--- config.mk ---
export PLATFORM = sky130hd
export DESIGN_NAME = vga_circle_ctrl
export DESIGN_NICKNAME = d
export VERILOG_FILES = /design/src/rtl/vga_circle_ctrl.sv
export SDC_FILE = /design/constraint.sdc
export NUM_CORES = 1
export LEC_CHECK = 0
export CORE_MARGIN = 3
export CORE_UTILIZATION = 62
export DETAILED_ROUTE_END_ITERATION = 8
export GPL_ROUTABILITY_DRIVEN = 0
export PLACE_DENSITY = 0.84
export SYNTH_ARGS = -nofsm -noshare
export SYNTH_HDL_FRONTEND = slang
export SYNTH_SLANG_ARGS = --single-unit
export TNS_END_PERCENT = 1
--- constraint.sdc ---
create_clock -name clk -period 5.7 [get_ports clk]
set_input_delay 0.57 -clock clk [delete_from_list [all_inputs] [get_ports clk]]
set_output_delay 0.57 -clock clk [all_outputs]
set_load 0.01 [all_outputs]
--- src/rtl/vga_circle_ctrl.sv ---
// Frame-synchronous bouncing-circle motion controller: computes centre/radius once per
// FRAME_DIV frames and commits them in vertical blanking. Optional colour port: VGA_CIRCLE_COLOR_EN.

module vga_circle_axis #(
  parameter int ACTIVE = 640,
  parameter int STEP   = 2
) (
  input  logic [9:0] pos,
  input  logic       dir_neg,
  input  logic [9:0] rad,
  input  logic       run_n,
  output logic [9:0] npos,
  output logic       flip
);
  localparam logic [10:0] LAST   = 11'(ACTIVE - 1);
  localparam logic [10:0] STEP_W = 11'(STEP);

  logic [10:0] step, hi, sum, lo;

  // Clamp even when frozen so a radius change cannot push the circle off-screen;
  // only a moving axis is allowed to reverse.
  always_comb begin
    step = run_n ? STEP_W : 11'd0;
    hi   = LAST - {1'b0, rad};
    sum  = {1'b0, pos} + step;
    lo   = {1'b0, rad} + step;
    npos = pos;
    flip = 1'b0;
    if (!dir_neg) begin
      if (sum > hi) begin
        npos = hi[9:0];
        flip = run_n;
      end else begin
        npos = sum[9:0];
      end
    end else begin
      if ({1'b0, pos} < lo) begin
        npos = rad;
        flip = run_n;
      end else begin
        npos = pos - step[9:0];
      end
    end
  end
endmodule

module vga_circle_ctrl #(
  parameter int H_ACTIVE  = 640,
  parameter int V_ACTIVE  = 480,
  parameter int R_SMALL   = 40,
  parameter int R_BIG     = 80,
  parameter int STEP_X    = 2,
  parameter int STEP_Y    = 1,
  parameter int FRAME_DIV = 1
) (
  input  logic       clk,
  input  logic       reset,
  input  logic       vsync_in,
  input  logic       run,
  input  logic       big,
  output logic [9:0] cx,
  output logic [9:0] cy,
  output logic [9:0] radius,
  output logic       frame_tick,
  output logic       bounce
`ifdef VGA_CIRCLE_COLOR_EN
  ,
  output logic [11:0] colour
`endif
);
  localparam logic [7:0] DIV_LAST  = 8'(FRAME_DIV - 1);
  localparam logic [9:0] CX_RST    = 10'(H_ACTIVE / 2);
  localparam logic [9:0] CY_RST    = 10'(V_ACTIVE / 2);
  localparam logic [9:0] R_SMALL_W = 10'(R_SMALL);
  localparam logic [9:0] R_BIG_W   = 10'(R_BIG);

  typedef enum logic [1:0] {S_WAIT, S_CALC_X, S_CALC_Y, S_COMMIT} state_t;

  state_t     state;
  logic       vsync_d;
  logic [7:0] frame_cnt;
  logic [9:0] r_n;
  logic       run_n;
  logic       dir_x, dir_y;       // 1 = moving toward lower coordinates
  logic [9:0] nx, ny;            // shadow geometry, committed together
  logic       flip_x, flip_y;
  logic [9:0] ax_pos, ay_pos;
  logic       ax_flip, ay_flip;
  logic       vs_fall;

  assign vs_fall = vsync_d & ~vsync_in;

  vga_circle_axis #(.ACTIVE(H_ACTIVE), .STEP(STEP_X)) u_axis_x (
    .pos(cx), .dir_neg(dir_x), .rad(r_n), .run_n(run_n), .npos(ax_pos), .flip(ax_flip)
  );

  vga_circle_axis #(.ACTIVE(V_ACTIVE), .STEP(STEP_Y)) u_axis_y (
    .pos(cy), .dir_neg(dir_y), .rad(r_n), .run_n(run_n), .npos(ay_pos), .flip(ay_flip)
  );

`ifdef VGA_CIRCLE_COLOR_EN
  function automatic logic [11:0] colour_next(input logic [11:0] c);
    case (c)
      12'hF00: colour_next = 12'h0F0;
      12'h0F0: colour_next = 12'h00F;
      12'h00F: colour_next = 12'hFF0;
      default: colour_next = 12'hF00;
    endcase
  endfunction
`endif

  always_ff @(posedge clk) begin
    if (!reset) begin
      state      <= S_WAIT;
      vsync_d    <= 1'b1;
      frame_cnt  <= 8'd0;
      r_n        <= R_SMALL_W;
      run_n      <= 1'b0;
      dir_x      <= 1'b0;
      dir_y      <= 1'b0;
      nx         <= CX_RST;
      ny         <= CY_RST;
      flip_x     <= 1'b0;
      flip_y     <= 1'b0;
      cx         <= CX_RST;
      cy         <= CY_RST;
      radius     <= R_SMALL_W;
      frame_tick <= 1'b0;
      bounce     <= 1'b0;
`ifdef VGA_CIRCLE_COLOR_EN
      colour     <= 12'hF00;
`endif
    end else begin
      vsync_d    <= vsync_in;
      frame_tick <= 1'b0;
      bounce     <= 1'b0;
      case (state)
        S_WAIT: begin
          // Edges arriving mid-sequence are dropped and do not advance the divider.
          if (vs_fall) begin
            frame_cnt <= (frame_cnt == DIV_LAST) ? 8'd0 : frame_cnt + 8'd1;
            if (frame_cnt == DIV_LAST) begin
              r_n   <= big ? R_BIG_W : R_SMALL_W;
              run_n <= run;
              state <= S_CALC_X;
            end
          end
        end
        S_CALC_X: begin
          nx     <= ax_pos;
          flip_x <= ax_flip;
          state  <= S_CALC_Y;
        end
        S_CALC_Y: begin
          ny     <= ay_pos;
          flip_y <= ay_flip;
          state  <= S_COMMIT;
        end
        S_COMMIT: begin
          cx         <= nx;
          cy         <= ny;
          radius     <= r_n;
          frame_tick <= 1'b1;
          bounce     <= flip_x | flip_y;
          dir_x      <= dir_x ^ flip_x;
          dir_y      <= dir_y ^ flip_y;
`ifdef VGA_CIRCLE_COLOR_EN
          if (flip_x | flip_y) colour <= colour_next(colour);
`endif
          state      <= S_WAIT;
        end
        default: state <= S_WAIT;
      endcase
    end
  end
endmodule

# After elaboration in Yosys (flattened, before gate mapping)

Index checks and enable logic that the tools add are counted.
W data, S select, Z words.

Flip-flop bits (word level): 78
Output and inout port bits: 32

$add $sub $neg: 9
$lt $le $gt $ge: 4
Eq/ne operators: 5
Mux-type cells: 20
Bitwise operators: 5
Reductions and logical operators: 6

Operators with widths:

| operator                 | number |
|---|---|
| $mux W10                 | 6 |
| $add A10 B11 Y11         | 4 |
| $gt A11 B11 Y1           | 2 |
| $lt A10 B11 Y1           | 2 |
| $sub A10 B10 Y10         | 2 |
| $sub A10 B10 Y11 const A | 1 |
| $sub A9 B10 Y11 const A  | 1 |
| $add A8 B1 Y8 const B    | 1 |
| $logic_not A8 Y1         | 1 |
| $mux W1                  | 8 |
| $mux W8                  | 1 |
| $pmux W2 S4              | 1 |
| $mux W7                  | 1 |
| $mux W2                  | 3 |
| $reduce_and A2 Y1        | 3 |
| $eq A2 B2 Y1 const B     | 2 |
| $ne A2 B2 Y1 const B     | 2 |
| $reduce_and A3 Y1        | 1 |
| $eq A2 B1 Y1 const B     | 1 |
| $logic_not A2 Y1         | 1 |
| $xor A1 B1 Y1            | 2 |
| $and A1 B1 Y1            | 1 |
| $not A1 Y1               | 1 |
| $or A1 B1 Y1             | 1 |

# Longest topological paths before layout

Gate-level depths: netlist of the first run.

Depth after elaboration: 5
Gate-level depth with buffers: 12
Depth with buffers taken out: 12

# By module

A second synthesis of the first run with hierarchy kept.

Cells, all modules: 613
Area, all modules: 5295.1 µm²

By module, submodules not included:

| module                     | times used | cells an instance | area an instance (µm²) | seq. area each (µm²) |
|---|---|---|---|---|
| vga_circle_ctrl            | 1          | 239               | 2509.9                 | 1241.2 |
| vga_circle_axis (u_axis_y) | 1          | 194               | 1402.6                 | 0.0 |
| vga_circle_axis (u_axis_x) | 1          | 180               | 1382.6                 | 0.0 |

# Least setup slack after synthesis of the first run

Ideal clock, no wire load.

Kind: register -> register
Start point: reg run_n
End point: reg ny[3]
Library setup time: 0.117 ns
Arrival: 2.749 ns
Required time: 5.583 ns
Slack: 2.834 ns
Stages on the path, launching flop included: 13
Buffers on the path: 0
Cells stage by stage: dfxtp_1 -> ha_1 -> ha_1 -> and4_2 -> nand2_1 -> xnor2_1 -> ha_1 -> nand4_1 -> nor4_1 -> nor3_2 -> a21o_1 -> a211o_1 -> a32o_1

Cells in the longest elaborated chain, start to end: 5
Elaborated cells on any way between the ends: 9
Those cells by class: 3 x add/sub; 2 x order compare; 4 x mux

Ends and longest elaborated chain:

| element                                                 | RTL line | text |
|---|---|---|
| start: declaration                                      | 83       | `logic run_n;` |
| start signal: assignment                                | 144      | `run_n <= run;` |
| $mux W1 *                                               | 23       | `step = run_n ? STEP_W : 11'd0;` |
| $add A10 B11 Y11, on equally long branches              | 25, 26   |  |
| $gt A11 B11 Y1 / $lt A10 B11 Y1 (equally long branches) | 30, 37   |  |
| $mux W10, on equally long branches                      | 30, 37   |  |
| $mux W10 *                                              | 29       | `if (!dir_neg) begin` |
| end signal: assignment                                  | 155      | `ny <= ay_pos;` |
| end: declaration                                        | 85       | `logic [9:0] nx, ny;` |

Mark *: on every way between the ends. The rest lies on a longest branch, timed or not.
A chain may end at the register's enable or synchronous reset.

# Worst setup path in the final report of the first run

Start point: reg run_n
End point: reg ny[0]

The elaborated chain is that of the path after synthesis.

==> results of run 1 <==
## layer usage
metal,GRT usage [%],share of wire [%],routed length (um)
met2,43.3,44,4310
met3,6.44,9.5,921
met4,9.35,1.5,150
met5,0,0,0
met1,39.3,45,4320
## worst min-delay path by stage
stage / start / to / slack, ps / cells after the start
3_3_place_gp: nx[6] / cx[6] / 440 / 2
2_1_floorplan: ny[0] / ny[0] / 440 / 1
4_1_cts: ny[8] / ny[8] / 470 / 2
3_5_place_dp: ny[0] / ny[0] / 450 / 1
5_1_grt: ny[0] / ny[0] / 490 / 1
6_report: ny[0] / ny[0] / 470 / 1
## registers in the layout, summed over array words and instances (netlist names)
name / cells
frame_tick: 1
dir_y: 1
dir_x: 1
nx: 10
cx: 10
ny: 10
r_n: 2
bounce: 1
frame_cnt: 8
vsync_d: 1
cy: 10
radius: 2
run_n: 1
flip_y: 1
flip_x: 1
state: 2
## power groups by stage
stage / registers (mW) / logic (mW) / clock network [mW]
floorplan: 0.490 / 0.200 / 0
global placement: 0.497 / 0.251 / 0
detailed placement: 0.499 / 0.262 / 0
CTS: 0.489 / 0.264 / 0.343
global route: 0.494 / 0.298 / 0.362
finish: 0.490 / 0.268 / 0.341
## placed cells by master (no fill, tap or decap), types with 3 or more instances in the layout
master / count
dfxtp_1: 62
nor2_1: 44
nand2_1: 40
ha_1: 32
clkdlybuf4s50_1: 30
mux2i_1: 27
a21oi_1: 25
xnor2_1: 20
inv_1: 20
xor2_1: 16
o21ai_0: 14
nand3_1: 11
clkbuf_8: 9
nor3_1: 8
and3_1: 7
nor2b_1: 7
a31oi_1: 6
conb_1: 6
a21o_1: 5
nand4_1: 5
o21ai_1: 5
nor4_1: 4
o31ai_1: 4
a211oi_1: 4
and2_1: 4
and4_1: 3
o21a_1: 3
or2_2: 3
a211o_1: 3
o211ai_1: 3
buf_4: 3
## final cells by class
type                       count  share of cell area (%)
tap                           75                    2.15
multi-input combinational    353                    56.5
clock inverter                 5                   0.803
sequential                    62                    28.5
inverter                      20                    1.72
clock buffer                  11                    3.01
timing repair buffer          33                    7.40
## metrics by stage
stage	area, um2	total power, mW	setup WS, ps
after floorplan	3990	0.690	2830
after global placement	4200	0.749	2670
after detailed placement	4200	0.761	2550
after CTS	4360	1.10	2550
after global routing	4360	1.15	2260
final	4360	1.10	2520
## synthesized netlist by cell type, types with 5 or more instances
cell type  count
clkbuf_1      15
mux2i_1       27
dfxtp_1       62
nor3_1         8
nand3_1       11
xnor2_1       20
a31oi_1        6
a21oi_1       25
nor2_1        44
buf_4         12
o21ai_1        5
o21ai_0       14
and3_1         7
nor2b_1        7
inv_1         20
xor2_1        16
buf_2          7
a21o_1         5
nand2_1       40
nand4_1        5
ha_1          32
## cells by family (layout without fill, tap and decap cells)
group	after synthesis	after routing	share of synthesized area, %
AND/OR/NAND/NOR	153	153	19.6
AO/OA/AOI/OAI	98	98	16.7
flip-flops	62	62	31.3
buffers and inverters	57	69	7.13
XOR/XNOR	36	36	7.95
adder cells (fa/ha/maj)	32	32	10.1
multiplexers	28	28	7.16
other	1	6	0.0945
==> summary.md, run 1 <==
| Metric | Value |
|---|---|
| Status | complete, no violations |
| Fillers | 471 |
| Clock Path Buffers | 2 |
| Global-route wire length before repair | 16.5 mm |
| Clk pin slew, worst setup/hold paths | 60 ps |
| Element type at the critical path start | register |
| CTS buffer count | 9 |
| Worst VDD drop | 0.241 mV |
| Post-CTS Hold Fix Bufs | 0 |
| Hold Path Class | reg -> reg |
| Post-synth EDFFs | 0 |
| FF-to-FF Start | run_n |
| Final antenna-violating net count | 0 |
| Final max-slew violation count | 0 |
| CP Buf/Inv Count | 0 |
| Root buffer cell | clkbuf_8 |
| Int Pwr | 0.721 mW |
| Register area | 1240 um2 |
| Fin crit share | 55.8% |
| Period minus WS final | 3180 ps |
| Top cell type's share of synthesized area | 31.3% |
| Worst slew pin tran | 773 ps |
| Number of post-CTS setup repair buffers | 0 |
| Vias per cell | 6.23 |
| Mapped Area | 3970 um2 |
| R2R cell count | 12 |
| Initial antenna violation count | 0 |
| Ys flop type | dfxtp_1 |
| Worst-Skew Late Latency | 350 ps |
| Sw Ratio | 34.4% |
| Max_cap viols | 0 |
| Flop pwr share | 44.6% |
| R2R Setup Slk | 2520 ps |
| Kind of cell adding the most delay to the critical path | simple AND/OR/NAND/NOR gates |
| Post-synthesis average cell area | 8.50 um2 |
| Initial drt markers | 270 |
| DRT Wirelength | 9.71 mm |
| Relative slew slack | 48.4% |
| P&R area growth vs syn | 9.93% |
| Hold_ws | 465 ps |
| Reg-to-Reg End | ny[0] |
| Crit. Startpoint | run_n |
| Crit path max fanout | 8 |
| FF+latch count, synth | 62 |
| DIE AREA | 7400 um2 |
| Clock sinks | 62 |
| Synth area leaders | dfxtp_1 (31%), ha_1 (10%), mux2i_1 (6.8%) |
| Multi-input gate area | 2460 um2 |
| Final #Nets | 516 |
| Antenna fix cells | 0 |
| Sw power | 0.378 mW |
| Largest net degree at the start of global routing | 25 |
| Cell taking the most area after synthesis | dfxtp_1 |
| Total congestion overflow | 0 |
| Seq/Total Area, Yosys | 31.3% |
| Comb power frac | 24.4% |
| # setup viols final | 0 |
| Fin Setup TNS | 0 ps |
| Initial Util | 65.5% |
| CP Class | reg -> reg |
| Post-route clock skew | 9.88 ps |
| Total track usage | 28.3% |
| H-Tree Depth | 3 |
| Share of layout cells above drive strength 1 | 6.61% |
| Die width | 86.0 um |
| Cell mode on critical path | ha_1 |
| Height of the chip | 86.0 um |
| Drt pass-1 iters | 5 |
| Core Rows | 28 |
| PortBufs | 30 |
| Post-layout util | 72.0% |
| Final HPWL DP | 6.91 mm |
| Via count | 3480 |
| Non-filler cells, final | 559 |
| CP max stage delay | 470 ps |
| Ordered cell list for the critical path | ha_1 -> ha_1 -> and4_2 -> nand2_1 -> xnor2_1 -> ha_1 -> nand4_1 -> nor4_1 -> nor3_2 -> a21oi_2 -> a211oi_1 -> a211o_1 |
| RSZ-0062 raised after global routing | no |
| FFs w/ async S/R, synth | 0% |
| Post-Syn Instances | 467 |
| CP max stage cell | dfxtp_1 |
| Lkg Pwr | 1.68 nW |
| Clock network fraction of total power | 31.0% |
| Fin. Hold Viols | 0 |
| Cell count along the critical path | 12 |
| Critical Path AT | 3410 ps |
| CTS tree | done |
| Residual DRC | 0 |
| Yosys synthesis warning count | 0 |
| Io pins | 37 |
| Worst EP required | 5930 ps |
| Vias in the first global route | 3291 |
| Pwr/cell area | 252 nW/um2 |
| Crit. End Element | register |
| Library cells used by synthesis | 69 |
| Maximum clock rate | 314 MHz |
| Setup crit end | ny[0] |
| CTS resizes | 0 |
| Placed Instances | 543 |
| Avg WL per Cell | 17.4 um |
| Core area | 6060 um2 |
(Power assumes the default switching activity.)
==> inputs of run 2 (changes only) <==
Settings changed: CORE_UTILIZATION 62 to 58, PLACE_DENSITY 0.84 to 0.8.
Clock period 5.7 ns to 3.1 ns, I/O delays scaled along.
==> summary.md, run 2 (same netlist as run 1, synthesis figures left out) <==
| Metric | Value |
|---|---|
| Post-layout util | 69.1% |
| CP Buf/Inv Count | 1 |
| CP max stage delay | 370 ps |
| Crit. End Element | register |
| Avg WL per Cell | 17.2 um |
| Initial Util | 61.1% |
| Maximum clock rate | 339 MHz |
| Hold Path Class | reg -> reg |
| Vias in the first global route | 3190 |
| Drt pass-1 iters | 5 |
| Initial drt markers | 272 |
| DRT Wirelength | 9.79 mm |
| H-Tree Depth | 3 |
| Kind of cell adding the most delay to the critical path | compound AO/OA/AOI/OAI gates |
| Via count | 3482 |
| DIE AREA | 7870 um2 |
| Share of layout cells above drive strength 1 | 10.2% |
| Root buffer cell | clkbuf_8 |
| Total track usage | 26.2% |
| Placed inst area | 4250 um2 |
| Status | complete, no violations |
| Placed Instances | 552 |
| Final Power | 2.13 mW |
| R2R cell count | 12 |
| Fillers | 511 |
| Min-delay src | ny[9] |
| Core Rows | 29 |
| Fin crit share | 95.2% |
| Hold Crit Depth | 2 |
| Height of the chip | 88.7 um |
| Max_cap viols | 0 |
| Core area | 6490 um2 |
| Non-filler cells, final | 568 |
| Clock sinks | 62 |
| Final HPWL DP | 6.88 mm |
| Crit. Startpoint | run_n |
| Fin area | 4490 um2 |
| CTS buffer count | 9 |
| Most frequent cells in the layout | dfxtp_1 (61), nor2_1 (43), nand2_1 (40), clkdlybuf4s50_1 (30), ha_1 (29) |
| Dpl ws | 10.9 ps |
| Die width | 88.7 um |
| Fin Setup TNS | 0 ps |
| Largest net degree at the start of global routing | 19 |
| Element type at the critical path start | register |
| Worst EP required | 3310 ps |
| Final antenna-violating net count | 0 |
| Vias per cell | 6.13 |
| Initial antenna violation count | 0 |
| Total congestion overflow | 0 |
| CP max stage cell | o31a_1 |
| CP Class | reg -> reg |
| # setup viols final | 0 |
| Hold_ws | 465 ps |
| Pwr/cell area | 474 nW/um2 |
| Post-CTS Hold Fix Bufs | 0 |
| Clk pin slew, worst setup/hold paths | 70 ps |
| FF-to-FF Start | run_n |
| P&R area growth vs syn | 13.1% |
| Number of post-CTS setup repair buffers | 0 |
| Critical Path AT | 3160 ps |
| Final #Nets | 523 |
| Worst slew pin tran | 643 ps |
| PortBufs | 30 |
| Worst-Skew Late Latency | 350 ps |
| Min setup slack post-route | 150 ps |
| Worst VDD drop | 0.300 mV |
| Global-route wire length before repair | 16.1 mm |
| Residual DRC | 0 |
| Clock Path Buffers | 2 |
| CTS tree | done |
| Lkg Pwr | 1.73 nW |
| Crit path max fanout | 7 |
| Io pins | 37 |
| Fin. Hold Viols | 0 |
| Post-route clock skew | 7.65 ps |
| Relative slew slack | 57.1% |
| Ordered cell list for the critical path | buf_4 -> ha_2 -> nand3_2 -> nor2_2 -> xor2_2 -> ha_1 -> a21oi_1 -> o21ai_0 -> o31a_1 -> o31a_1 -> a311oi_2 -> a21oi_1 |
| Commonest non-fill, non-tap cell in the layout | dfxtp_1 |
| Antenna fix cells | 0 |
| Cell count along the critical path | 12 |
| Period minus WS final | 2950 ps |
| Final max-slew violation count | 0 |
==> run 2: path summary, 6_finish.rpt <==
| kind | to | slack, ps |
|---|---|---|
| setup reg to reg | nx[3] | 150 |
| hold reg to reg | ny[9] | 460 |
| setup / recovery | nx[3] | 150 |
| hold / removal | ny[9] | 460 |
==> run 2: worst reg2reg max path, stage by stage, from the launching register on <==
cell	delay (ps)
dfxtp_1	350
buf_4	180
ha_2	210
nand3_2	160
nor2_2	200
xor2_2	210
ha_1	270
a21oi_1	110
o21ai_0	90
o31a_1	160
o31a_1	370
a311oi_2	360
a21oi_1	140
==> run 2: where the power goes <==
part	switching (mW)	total [mW]	internal (mW)	leakage [nW]
Clock	0.341	0.710	0.370	0.0964
Sequential	0.0463	0.895	0.849	0.502
Combinational	0.326	0.520	0.194	1.13
==> run 2: layer usage <==
metal	share of wire, %	global-route usage [%]	vias to the layer above
met5	0	0	-
met4	2.4	7.55	0
met3	7.5	6.05	28
met2	44	40.2	156
met1	47	36.7	1627
li1	-	-	1671
==> run 2: cell type report <==
cell class	count	area, um2	share of cell area (%)
sequential	62	1240	27.7
clock inverter	6	61.3	1.37
tap	77	96.3	2.15
inverter	20	75.1	1.67
multi-input combinational	353	2510	55.9
clock buffer	10	128	2.84
timing repair buffer	40	375	8.36
==> run 2: what timing repair did <==
action,CTS,global route
pin swaps,0,3
setup endpoints to repair,3,15
gates resized for setup,2,10
